<file path="config.mk">
export PLATFORM = sky130hd
export DESIGN_NAME = ddr_cmd_decoder
export DESIGN_NICKNAME = d
export VERILOG_FILES = /design/src/rtl/ddr_cmd_decoder.sv
export SDC_FILE = /design/constraint.sdc
export NUM_CORES = 1
export LEC_CHECK = 0
export ABC_AREA = 1
export BUFFER_PORTS_ARGS = -buffer_cell sky130_fd_sc_hd__buf_4
export CORE_MARGIN = 5
export CORE_UTILIZATION = 62
export DETAILED_ROUTE_END_ITERATION = 16
export PLACE_DENSITY = 0.81
export SLEW_MARGIN = 5
export SYNTH_ARGS = -nofsm -noshare
export SYNTH_HDL_FRONTEND = slang
export SYNTH_SLANG_ARGS = --single-unit
</file>
<file path="constraint.sdc">
create_clock -name clk -period 2.7 [get_ports clk]
set_input_delay 0.27 -clock clk [delete_from_list [all_inputs] [get_ports clk]]
set_output_delay 0.27 -clock clk [all_outputs]
set_load 0.02 [all_outputs]
</file>
<file path="src/rtl/ddr_cmd_decoder.sv">
// DDR4 command/address front end: one-cycle registered decode of the CA pins into a
// one-hot command vector, with per-bank, refresh and CKE power-state legality tracking.

module ddr_bank_trk #(
    parameter int TRCD = 16,
    parameter int TRP  = 16
) (
    input  logic clk,
    input  logic reset,
    input  logic halt,
    input  logic do_act,
    input  logic do_close,
    output logic is_open,
    output logic is_idle
);
    // Loaded with N-1: the opener's own edge counts, so the command N edges later is the first legal one.
    localparam logic [8:0] TRCD_LD = 9'(TRCD - 1);
    localparam logic [8:0] TRP_LD  = 9'(TRP - 1);

    logic [8:0] cnt;

    always_ff @(posedge clk) begin
        if (reset) begin
            is_open <= 1'b0;
            cnt     <= '0;
        end else if (!halt) begin
            if (do_act) begin
                is_open <= 1'b1;
                cnt     <= TRCD_LD;
            end else if (do_close && is_open) begin
                is_open <= 1'b0;
                cnt     <= TRP_LD;
            end else if (cnt != '0) begin
                cnt <= cnt - 1'b1;
            end
        end
    end

    assign is_idle = (cnt == '0);
endmodule

module ddr_cmd_decoder #(
    parameter int BGWIDTH   = 2,
    parameter int BAWIDTH   = 2,
    parameter int ADDRWIDTH = 17,
    parameter int COLWIDTH  = 10,
    parameter int TRCD      = 16,
    parameter int TRP       = 16,
    parameter int TRFC      = 260
) (
    input  logic                 clk,
    input  logic                 reset,
    input  logic                 halt,
    input  logic                 cke,
    input  logic                 cs_n,
    input  logic                 act_n,
    input  logic                 ras_n_a16,
    input  logic                 cas_n_a15,
    input  logic                 we_n_a14,
    input  logic [BGWIDTH-1:0]   bg_in,
    input  logic [BAWIDTH-1:0]   ba_in,
    input  logic [13:0]          a,
    output logic [18:0]          commands,
    output logic [BGWIDTH:0]     bg,
    output logic [BAWIDTH:0]     ba,
    output logic [ADDRWIDTH-1:0] row,
    output logic [COLWIDTH-1:0]  column,
    output logic [1:0]           pwr_state
);
    localparam int SW = BGWIDTH + BAWIDTH;
    localparam int NB = 1 << SW;
    localparam logic [8:0] TRFC_LD = 9'(TRFC - 1);

    localparam int C_DES = 0, C_NOP = 1, C_ACT = 2, C_RD = 3, C_RDA = 4, C_WR = 5, C_WRA = 6;
    localparam int C_PRE = 7, C_PREA = 8, C_REF = 9, C_SRE = 10, C_SRX = 11, C_MRS = 12;
    localparam int C_ZQCL = 13, C_ZQCS = 14, C_PDE = 15, C_PDX = 16, C_BC4 = 17, C_ILL = 18;

    typedef enum logic [1:0] {
        PS_ACTIVE = 2'd0,
        PS_PDN    = 2'd1,
        PS_SREF   = 2'd2
    } pwr_t;

    pwr_t          pwr_q, pwr_nxt;
    logic          cke_prev;
    logic [1:0]    mr0_bl;
    logic [8:0]    ref_cnt;
    logic [18:0]   cmd_nxt;
    logic          upd_addr, upd_row, mr_wr, ref_ld;
    logic [NB-1:0] act_vec, close_vec, bank_open, bank_idle;
    logic [SW-1:0] sel;
    logic [2:0]    rcw;
    logic          ref_busy, sel_open, sel_idle, bc4;

    assign sel      = {bg_in, ba_in};
    assign rcw      = {ras_n_a16, cas_n_a15, we_n_a14};
    assign ref_busy = (ref_cnt != '0);
    assign sel_open = bank_open[sel];
    assign sel_idle = bank_idle[sel];
    // Only the burst-length field of MR0 influences decode.
    assign bc4      = (mr0_bl == 2'b10) || ((mr0_bl == 2'b01) && !a[12]);

    genvar gi;
    generate
        for (gi = 0; gi < NB; gi++) begin : g_bank
            ddr_bank_trk #(.TRCD(TRCD), .TRP(TRP)) u_bank (
                .clk      (clk),
                .reset    (reset),
                .halt     (halt),
                .do_act   (act_vec[gi]),
                .do_close (close_vec[gi]),
                .is_open  (bank_open[gi]),
                .is_idle  (bank_idle[gi])
            );
        end
    endgenerate

    always_comb begin
        cmd_nxt   = '0;
        pwr_nxt   = pwr_q;
        upd_addr  = 1'b0;
        upd_row   = 1'b0;
        mr_wr     = 1'b0;
        ref_ld    = 1'b0;
        act_vec   = '0;
        close_vec = '0;
        case (pwr_q)
            PS_ACTIVE: begin
                if (cke) begin
                    if (cs_n) begin
                        cmd_nxt[C_DES] = 1'b1;
                    end else if (!act_n) begin
                        if (ref_busy || sel_open || !sel_idle) cmd_nxt[C_ILL] = 1'b1;
                        else begin
                            cmd_nxt[C_ACT] = 1'b1;
                            act_vec[sel]   = 1'b1;
                            upd_addr       = 1'b1;
                            upd_row        = 1'b1;
                        end
                    end else begin
                        case (rcw)
                            3'b000: begin
                                if (ref_busy) cmd_nxt[C_ILL] = 1'b1;
                                else begin
                                    cmd_nxt[C_MRS] = 1'b1;
                                    upd_addr       = 1'b1;
                                    mr_wr          = (sel == '0);
                                end
                            end
                            3'b001: begin
                                if (ref_busy || (|bank_open) || !(&bank_idle)) cmd_nxt[C_ILL] = 1'b1;
                                else begin
                                    cmd_nxt[C_REF] = 1'b1;
                                    ref_ld         = 1'b1;
                                    upd_addr       = 1'b1;
                                end
                            end
                            3'b010: begin
                                if (ref_busy) cmd_nxt[C_ILL] = 1'b1;
                                else begin
                                    upd_addr = 1'b1;
                                    if (a[10]) begin
                                        cmd_nxt[C_PREA] = 1'b1;
                                        close_vec       = '1;
                                    end else begin
                                        cmd_nxt[C_PRE] = 1'b1;
                                        close_vec[sel] = 1'b1;
                                    end
                                end
                            end
                            3'b100, 3'b101: begin
                                if (ref_busy || !sel_open || !sel_idle) cmd_nxt[C_ILL] = 1'b1;
                                else begin
                                    upd_addr       = 1'b1;
                                    cmd_nxt[C_BC4] = bc4;
                                    if (rcw[0]) begin
                                        if (a[10]) cmd_nxt[C_RDA] = 1'b1;
                                        else       cmd_nxt[C_RD]  = 1'b1;
                                    end else begin
                                        if (a[10]) cmd_nxt[C_WRA] = 1'b1;
                                        else       cmd_nxt[C_WR]  = 1'b1;
                                    end
                                    close_vec[sel] = a[10];
                                end
                            end
                            3'b110: begin
                                if (ref_busy) cmd_nxt[C_ILL] = 1'b1;
                                else begin
                                    upd_addr = 1'b1;
                                    if (a[10]) cmd_nxt[C_ZQCL] = 1'b1;
                                    else       cmd_nxt[C_ZQCS] = 1'b1;
                                end
                            end
                            3'b111: begin
                                cmd_nxt[C_NOP] = 1'b1;
                                upd_addr       = 1'b1;
                            end
                            default: cmd_nxt[C_ILL] = 1'b1;
                        endcase
                    end
                end else if (cke_prev) begin
                    // Falling CKE: only DES/NOP (power-down) or REF (self-refresh) may ride on it.
                    if (cs_n || (act_n && rcw == 3'b111)) begin
                        cmd_nxt[C_PDE] = 1'b1;
                        pwr_nxt        = PS_PDN;
                    end else if (act_n && rcw == 3'b001 && !(|bank_open)) begin
                        cmd_nxt[C_SRE] = 1'b1;
                        pwr_nxt        = PS_SREF;
                    end else begin
                        cmd_nxt[C_ILL] = 1'b1;
                    end
                end
            end
            PS_PDN: begin
                if (cke) begin
                    cmd_nxt[C_PDX] = 1'b1;
                    pwr_nxt        = PS_ACTIVE;
                end
            end
            PS_SREF: begin
                if (cke) begin
                    cmd_nxt[C_SRX] = 1'b1;
                    pwr_nxt        = PS_ACTIVE;
                end
            end
            default: pwr_nxt = PS_ACTIVE;
        endcase
    end

    always_ff @(posedge clk) begin
        if (reset) begin
            commands <= '0;
            bg       <= '0;
            ba       <= '0;
            row      <= '0;
            column   <= '0;
            pwr_q    <= PS_ACTIVE;
            cke_prev <= 1'b1;
            mr0_bl   <= 2'b00;
            ref_cnt  <= '0;
        end else if (!halt) begin
            commands <= cmd_nxt;
            pwr_q    <= pwr_nxt;
            cke_prev <= cke;
            if (upd_addr) begin
                bg     <= {1'b0, bg_in};
                ba     <= {1'b0, ba_in};
                column <= a[COLWIDTH-1:0];
            end
            if (upd_row) row <= {ras_n_a16, cas_n_a15, we_n_a14, a};
            if (mr_wr) mr0_bl <= a[1:0];
            if (ref_ld)        ref_cnt <= TRFC_LD;
            else if (ref_busy) ref_cnt <= ref_cnt - 1'b1;
        end
    end

    assign pwr_state = pwr_q;
endmodule

</file>
==> flow_metrics.env, run 1 <==
export IMPL_status="finished with violations"
export IMPL_violations="setup timing"
export IMPL_cp_arrival_ps=3200
export IMPL_power_mw=19.26
export IMPL_yosysTopAreaCell="dfxtp_1"
export IMPL_cts_sinks=224
export IMPL_timing_fmax_ghz=0.3650
export IMPL_multiInputGateArea_sq_mm=0.007727
export IMPL_yosysUniqueCellTypes=46
export IMPL_regArea_sq_mm=0.004492
export IMPL_drtIter0Drc=968
export IMPL_remaining_drc_errors=0
export IMPL_nets=2176
export IMPL_fillCellCount=1403
export IMPL_rsz0062_at_grt="true"
export IMPL_synthesis_area_sq_mm=0.01279
export IMPL_cts_root_buf="clkbuf_16"
export IMPL_synthArstFlopShare_pct=0
export IMPL_leakage_nw=7.387
export IMPL_crit_start="g_bank[11].u_bank.cnt[1]"
export IMPL_cts_tree="built"
export IMPL_worstHoldStart="a[5]"
export IMPL_tightest_slew_ps=797.5
export IMPL_yosysSeqAreaShare_pct=35.06
export IMPL_core_area_sq_mm=0.02030
export IMPL_worst_slack_ps=-39.94
export IMPL_combPwrFrac_pct=54.3
export IMPL_first_global_vias=12270
export IMPL_io_pins=81
export IMPL_die_area_sq_mm=0.02360
export IMPL_synth_seq_cells=224
export IMPL_cts_max_path_buffers=3
export IMPL_die_w_um=153.6
export IMPL_yosys_warnings=0
export IMPL_drive_gt1_share_pct=21.74
export IMPL_ys_flop_type="dfxtp_1"
export IMPL_peakVddDrop_uv=973.9
export IMPL_p_seq_share_pct=26.7
export IMPL_drv_slew=0
export IMPL_timing_final_crit_share_pct=101.5
export IMPL_p_int_mw=10.67
export IMPL_syn_avg_cell_area_sq_um=6.617
export IMPL_dr_total_vias=13320
export IMPL_cts_inserted_buffers=25
export IMPL_synth_area_leaders="dfxtp_1, nand2_1, inv_1"
export IMPL_place_ws_ps=-0.8695
export IMPL_clkPwrFrac_pct=18.9
export IMPL_fin_crit_ps=2740
export IMPL_place_gp_congestion=0.9815
export IMPL_htree_levels=1
export IMPL_synth_top_cell_area_share_pct=35.06
export IMPL_power_density_mw_per_mm2=1195
export IMPL_firstDrtPassIters=6
export IMPL_drt_total_wl_mm=36.36
export IMPL_cap_violations=0
export IMPL_grt_pass1_wl_mm=56.84
export IMPL_crit_type="flop to flop"
export IMPL_switching_share_pct=44.59
export IMPL_p_switching_mw=8.587
export IMPL_min_path_type="input port to flop"
export IMPL_clock_skew_ps=8.936
export IMPL_critPathLaunchType="flop"
export IMPL_synthCells=1933
export IMPL_grt_max_degree=71
export IMPL_final_hold_viol_count=0
export IMPL_areaGrowthSynthToFinish_pct=25.94
export IMPL_critPathCaptureType="flop"
export IMPL_setup_viol_count_final=15
export IMPL_clkTransAtPathRegs_ps=60
export IMPL_timing_slew_headroom_pct=46.64
export IMPL_wire_per_inst_um=15.15
export IMPL_required_ps=3160
export IMPL_crit_fanout=8
export IMPL_track_usage_pct=27.63
export IMPL_die_height_um=153.6
export IMPL_start_util_pct=63.01
export IMPL_io_buffers=78
export IMPL_antenna_found_initial=0
export IMPL_gr_total_overflow=0
export IMPL_ant_nets=0
export IMPL_clk_latency_ps=520
export IMPL_synth_edf_count=0
export IMPL_rows=52
export IMPL_diodes=0
export IMPL_dpl_hpwl_mm=23.96
export IMPL_viasPerCell=5.549
export IMPL_reg2reg_from="g_bank[11].u_bank.cnt[1]"
Yosys cell counts (all sizes together), types with 2 or more instances:
| cell | number |
|---|---|
| nand4 | 40 |
| a31oi | 11 |
| o21ai | 105 |
| nand2 | 460 |
| a32oi | 4 |
| ha | 37 |
| nor2 | 253 |
| buf | 11 |
| dfxtp | 224 |
| xor2 | 67 |
| nor4 | 6 |
| xnor2 | 16 |
| o311ai | 3 |
| or2 | 2 |
| a21oi | 176 |
| clkbuf | 37 |
| inv | 274 |
| nand3b | 3 |
| nor3 | 39 |
| and3 | 2 |
| a21boi | 5 |
| nand3 | 150 |
what timing repair did:
| item | CTS | global route |
|---|---|---|
| cloned | 0 | 6 |
| endpoints found under the setup margin | 3 | 187 |
| pin swaps | 1 | 59 |
| resized for setup | 1 | 223 |
| endpoints found under the hold margin | 9 | 0 |
| hold buffers | 9 | 0 |
| setup buffers | 1 | 30 |
metal layers:
layer	routed length [um]	vias up	track usage [%]
met2	17840	509	48.05
li1	-	6557	-
met4	1051	0	7.822
met5	0	-	0
met3	2667	88	5.200
met1	14800	6163	35.12
power by group through the flow:
stage                     Clock, mW  Combinational (mW)  Sequential (mW)
after floorplan                   0                7.00             5.00
after global placement            0                8.89             5.09
after detailed placement          0                9.16             5.12
after CTS                      3.67                9.29             5.08
after global routing           3.81                11.7             5.28
final                          3.65                10.5             5.15
cell type report:
cell class | count | share of cell area, %
timing repair buffer | 195 | 10.14
tap | 270 | 2.097
clock buffer | 35 | 4.552
multi-input combinational | 1392 | 47.97
inverter | 274 | 6.416
sequential | 224 | 27.89
clock inverter | 10 | 0.9321
worst max-delay path: stages (launching register included):
cell	delay, ps
dfxtp_2	320
inv_2	70
ha_4	130
inv_2	30
nor2_1	70
nand4_1	190
nand2_1	130
nand2_1	80
o21ai_2	150
nand2_2	80
nor2_4	280
nand3_4	240
o21ai_2	250
nand2_2	100
nand3_4	90
nand2_4	90
inv_6	110
nand2_1	70
nand2_1	70
nand2_1	50
nor2_1	80
placed cells by master, fill, tap and decap left out, types with 39 or more instances in the layout:
master   Yosys  routed
xor2_1      67      67
nor2_1     240     227
a21oi_1    176     156
nand2_1    421     375
nand4_1     39      39
o21ai_0     92      72
buf_4        4     166
nand2_2     28      57
nand3_1    144     124
inv_1      264     239
dfxtp_1    224     218
flip-flops by register name, summed over array words and instances (netlist names):
name / flops
ref_cnt: 9
bg: 2
column: 10
g_bank.u_bank.is_open: 16
pwr_state: 2
g_bank.u_bank.cnt: 144
cke_prev: 1
row: 17
mr0_bl: 2
commands: 19
ba: 2
kinds of logic (layout without fill, tap and decap cells):
family	after synthesis	after routing	synth area share, %
simple gates	956	960	33.09
flops	224	224	35.06
buf+inv	322	514	9.783
fa+ha+maj	37	37	3.620
xor+xnor	83	83	5.684
other cells	1	2	0.02932
compound gates	310	310	12.74
final timing paths:
| check | end | slack, ps | cells past startpoint |
|---|---|---|---|
| max | g_bank[2].u_bank.cnt[5] | -40 | 20 |
| min | row[5] | 6 | 3 |
| min reg2reg | ba[1] | 450 | 2 |
| max reg2reg | g_bank[2].u_bank.cnt[5] | -40 | 20 |
through the flow:
step	area, sq um	TNS [ps]	instances	util [%]	hold WS, ps
global placement	14130	0	2309	69.62	432.4
floorplan	12790	0	1934	-	397.6
CTS	15120	0	2364	74.48	0.7387
global route	16110	-9501	2400	79.35	27.40
detailed placement	14130	-0.8695	2309	69.62	437.1
finish	16110	-240.2	2400	79.35	5.582
No activity file was read; power rests on OpenSTA's default activity.
==> inputs of run 2 (changes only) <==
- CORE_UTILIZATION: 62 -> 65
- PLACE_DENSITY: 0.81 -> 0.85
- SKIP_LAST_GASP: unset -> 1
- clock period: 2.7 -> 3.2 ns (I/O delays scaled with it)
==> flow_metrics.env, run 2 (same netlist as run 1, synthesis figures left out) <==
export IMPL_reg_top3="g_bank.u_bank.cnt x144, commands x19, row x17"
export IMPL_slowest_stage="dfxtp_1"
export IMPL_reg2reg_depth=19
export IMPL_clock_skew_ps=23.26
export IMPL_remaining_drc_errors=0
export IMPL_place_gp_congestion=1.042
export IMPL_die_w_um=150.3
export IMPL_cp_cell_sequence="inv_1 > ha_1 > inv_1 > nor2_1 > nand4_1 > nand2_1 > nand2_1 > o21ai_0 > nand2_1 > nor2_4 > nand2_4 > nor2_8 > clkbuf_4 > nand2_1 > nand2_2 > nand2_4 > nand2_4 > nand3_1 > a21boi_1"
export IMPL_antenna_found_initial=0
export IMPL_drtIter0Drc=967
export IMPL_core_area_sq_mm=0.01940
export IMPL_max_stage_delay_ps=330
export IMPL_regArea_sq_mm=0.004484
export IMPL_final_common_cell="nand2_1"
export IMPL_start_util_pct=65.93
export IMPL_top_register="g_bank.u_bank.cnt"
export IMPL_multiInputGateArea_sq_mm=0.007068
export IMPL_nets=2084
export IMPL_viasPerCell=5.551
export IMPL_place_inst=2250
export IMPL_r2r_end="g_bank[11].u_bank.cnt[4]"
export IMPL_diodes=0
export IMPL_cap_violations=0
export IMPL_cts_tree="built"
export IMPL_postCtsHoldBufs=0
export IMPL_fin_crit_ps=3053
export IMPL_drive_gt1_share_pct=10.87
export IMPL_largest_register_ffs=144
export IMPL_utilization_pct=75.17
export IMPL_gr_total_overflow=0
export IMPL_status="complete, no violations"
export IMPL_clk_latency_ps=530
export IMPL_htree_levels=1
export IMPL_cts_max_path_buffers=3
export IMPL_rows=51
export IMPL_grt_pass1_wl_mm=56.23
export IMPL_final_cell_mix="nand2_1, inv_1, nor2_1"
export IMPL_reg2reg_from="g_bank[12].u_bank.cnt[0]"
export IMPL_worstHoldStart="a[11]"
export IMPL_cp_arrival_ps=3490
export IMPL_ant_nets=0
export IMPL_io_buffers=78
export IMPL_clkTransAtPathRegs_ps=60
export IMPL_cts_setup_buffers=0
export IMPL_crit_fanout=10
export IMPL_path_buf_inv=3
export IMPL_cts_root_buf="clkbuf_16"
export IMPL_final_hold_viol_count=0
export IMPL_io_pins=81
export IMPL_min_path_type="input port to flop"
export IMPL_cts_resized_gates=0
export IMPL_leakage_nw=6.789
export IMPL_dpl_hpwl_mm=23.19
export IMPL_power_density_mw_per_mm2=1023
export IMPL_regToRegSetupSlack_ps=150
export IMPL_grt_max_degree=148
export IMPL_drv_slew=0
export IMPL_timing_fmax_ghz=0.3275
export IMPL_timing_slew_headroom_pct=23.31
export IMPL_whs_endpoint="row[11]"
export IMPL_critPathCaptureType="flop"
export IMPL_required_ps=3640
export IMPL_crit_family="simple AND/OR/NAND/NOR gates"
export IMPL_areaGrowthSynthToFinish_pct=14.01
export IMPL_peakVddDrop_uv=691.5
export IMPL_cts_sinks=224
export IMPL_timing_final_crit_share_pct=95.41
export IMPL_holdWs_ps=12.33
export IMPL_track_usage_pct=29.55
export IMPL_hold_depth=3
export IMPL_die_area_sq_mm=0.02258
export IMPL_drt_total_wl_mm=33.43
export IMPL_tightest_slew_ps=1143
export IMPL_critPathLaunchType="flop"
export IMPL_setup_viol_count_final=0
export IMPL_dr_total_vias=12760
export IMPL_wire_per_inst_um=14.54
export IMPL_stdcell_count=2299
export IMPL_first_global_vias=12170
export IMPL_cts_inserted_buffers=25
export IMPL_fillCellCount=1608
export IMPL_firstDrtPassIters=5
export IMPL_path_common_cell="nand2_1"
export IMPL_crit_type="flop to flop"
export IMPL_die_height_um=150.3
## run 2: changes by cell type in the layout (fill, tap and decap cells not counted), sizes merged
cell,change
buf,-80
dlygate4sd3,-9
clkbuf,-5
nand2,-3
bufinv,+1
clkinv,-1
inv,+1
## run 2: where the power goes
part           switching (mW)  leakage (nW)  total, mW  internal [mW]
sequential              0.639          1.83       4.30           3.66
clock                    1.14         0.421       3.01           1.87
combinational            4.81          4.54       7.61           2.79
total                    6.59          6.79       14.9           8.32
## run 2: area by class of cell
type                    instances  share of cell area, %
clock buffers                  30                  4.556
well taps                     265                  2.274
inverters                     274                  7.053
repair buffers                106                  5.629
clock inverters                11                  1.261
flip-flops and latches        224                  30.75
multi-input cells            1389                  48.47
## run 2: worst max path at each step
stage | start | endpoint | cells after the start
after floorplan | g_bank[7].u_bank.cnt[0] | g_bank[7].u_bank.cnt[4] | 18
after global placement | ba_in[1] | column[4] | 15
after detailed placement | g_bank[12].u_bank.cnt[0] | g_bank[9].u_bank.cnt[8] | 19
after CTS | g_bank[12].u_bank.cnt[0] | g_bank[9].u_bank.cnt[3] | 21
after global routing | g_bank[12].u_bank.cnt[0] | g_bank[7].u_bank.cnt[4] | 18
final | g_bank[12].u_bank.cnt[0] | g_bank[11].u_bank.cnt[4] | 19
## run 2: metrics by stage
step | total power [mW] | setup WS (ps) | cell area, sq um | setup TNS (ps)
detailed placement | 11.76 | 252.6 | 13670 | 0
global placement | 11.46 | 364.2 | 13670 | 0
finish | 14.91 | 146.8 | 14580 | 0
CTS | 14.86 | 229.2 | 14520 | 0
global route | 16.30 | -3.521 | 14580 | -6.585
floorplan | 10.13 | 797.1 | 12790 | 0
## run 2: worst reg2reg max path, stage by stage, from the launching register on
cell and delay, ps:
dfxtp_1 330, inv_1 90, ha_1 140, inv_1 40, nor2_1 100, nand4_1 200, nand2_1 120, nand2_1 50
o21ai_0 200, nand2_1 150, nor2_4 270, nand2_4 100, nor2_8 220, clkbuf_4 250, nand2_1 80, nand2_2 140
nand2_4 110, nand2_4 100, nand3_1 70, a21boi_1 200
## run 2: routing by layer
| layer | wire (um) | share of wire, % | vias to the layer above | global-route usage (%) |
|---|---|---|---|---|
| met5 | 0 | 0 | - | 0 |
| li1 | - | - | 6370 | - |
| met1 | 13870 | 42 | 5821 | 37.01 |
| met4 | 1173 | 3.5 | 0 | 10.66 |
| met3 | 2544 | 7.6 | 92 | 5.479 |
| met2 | 15840 | 47 | 478 | 50.84 |
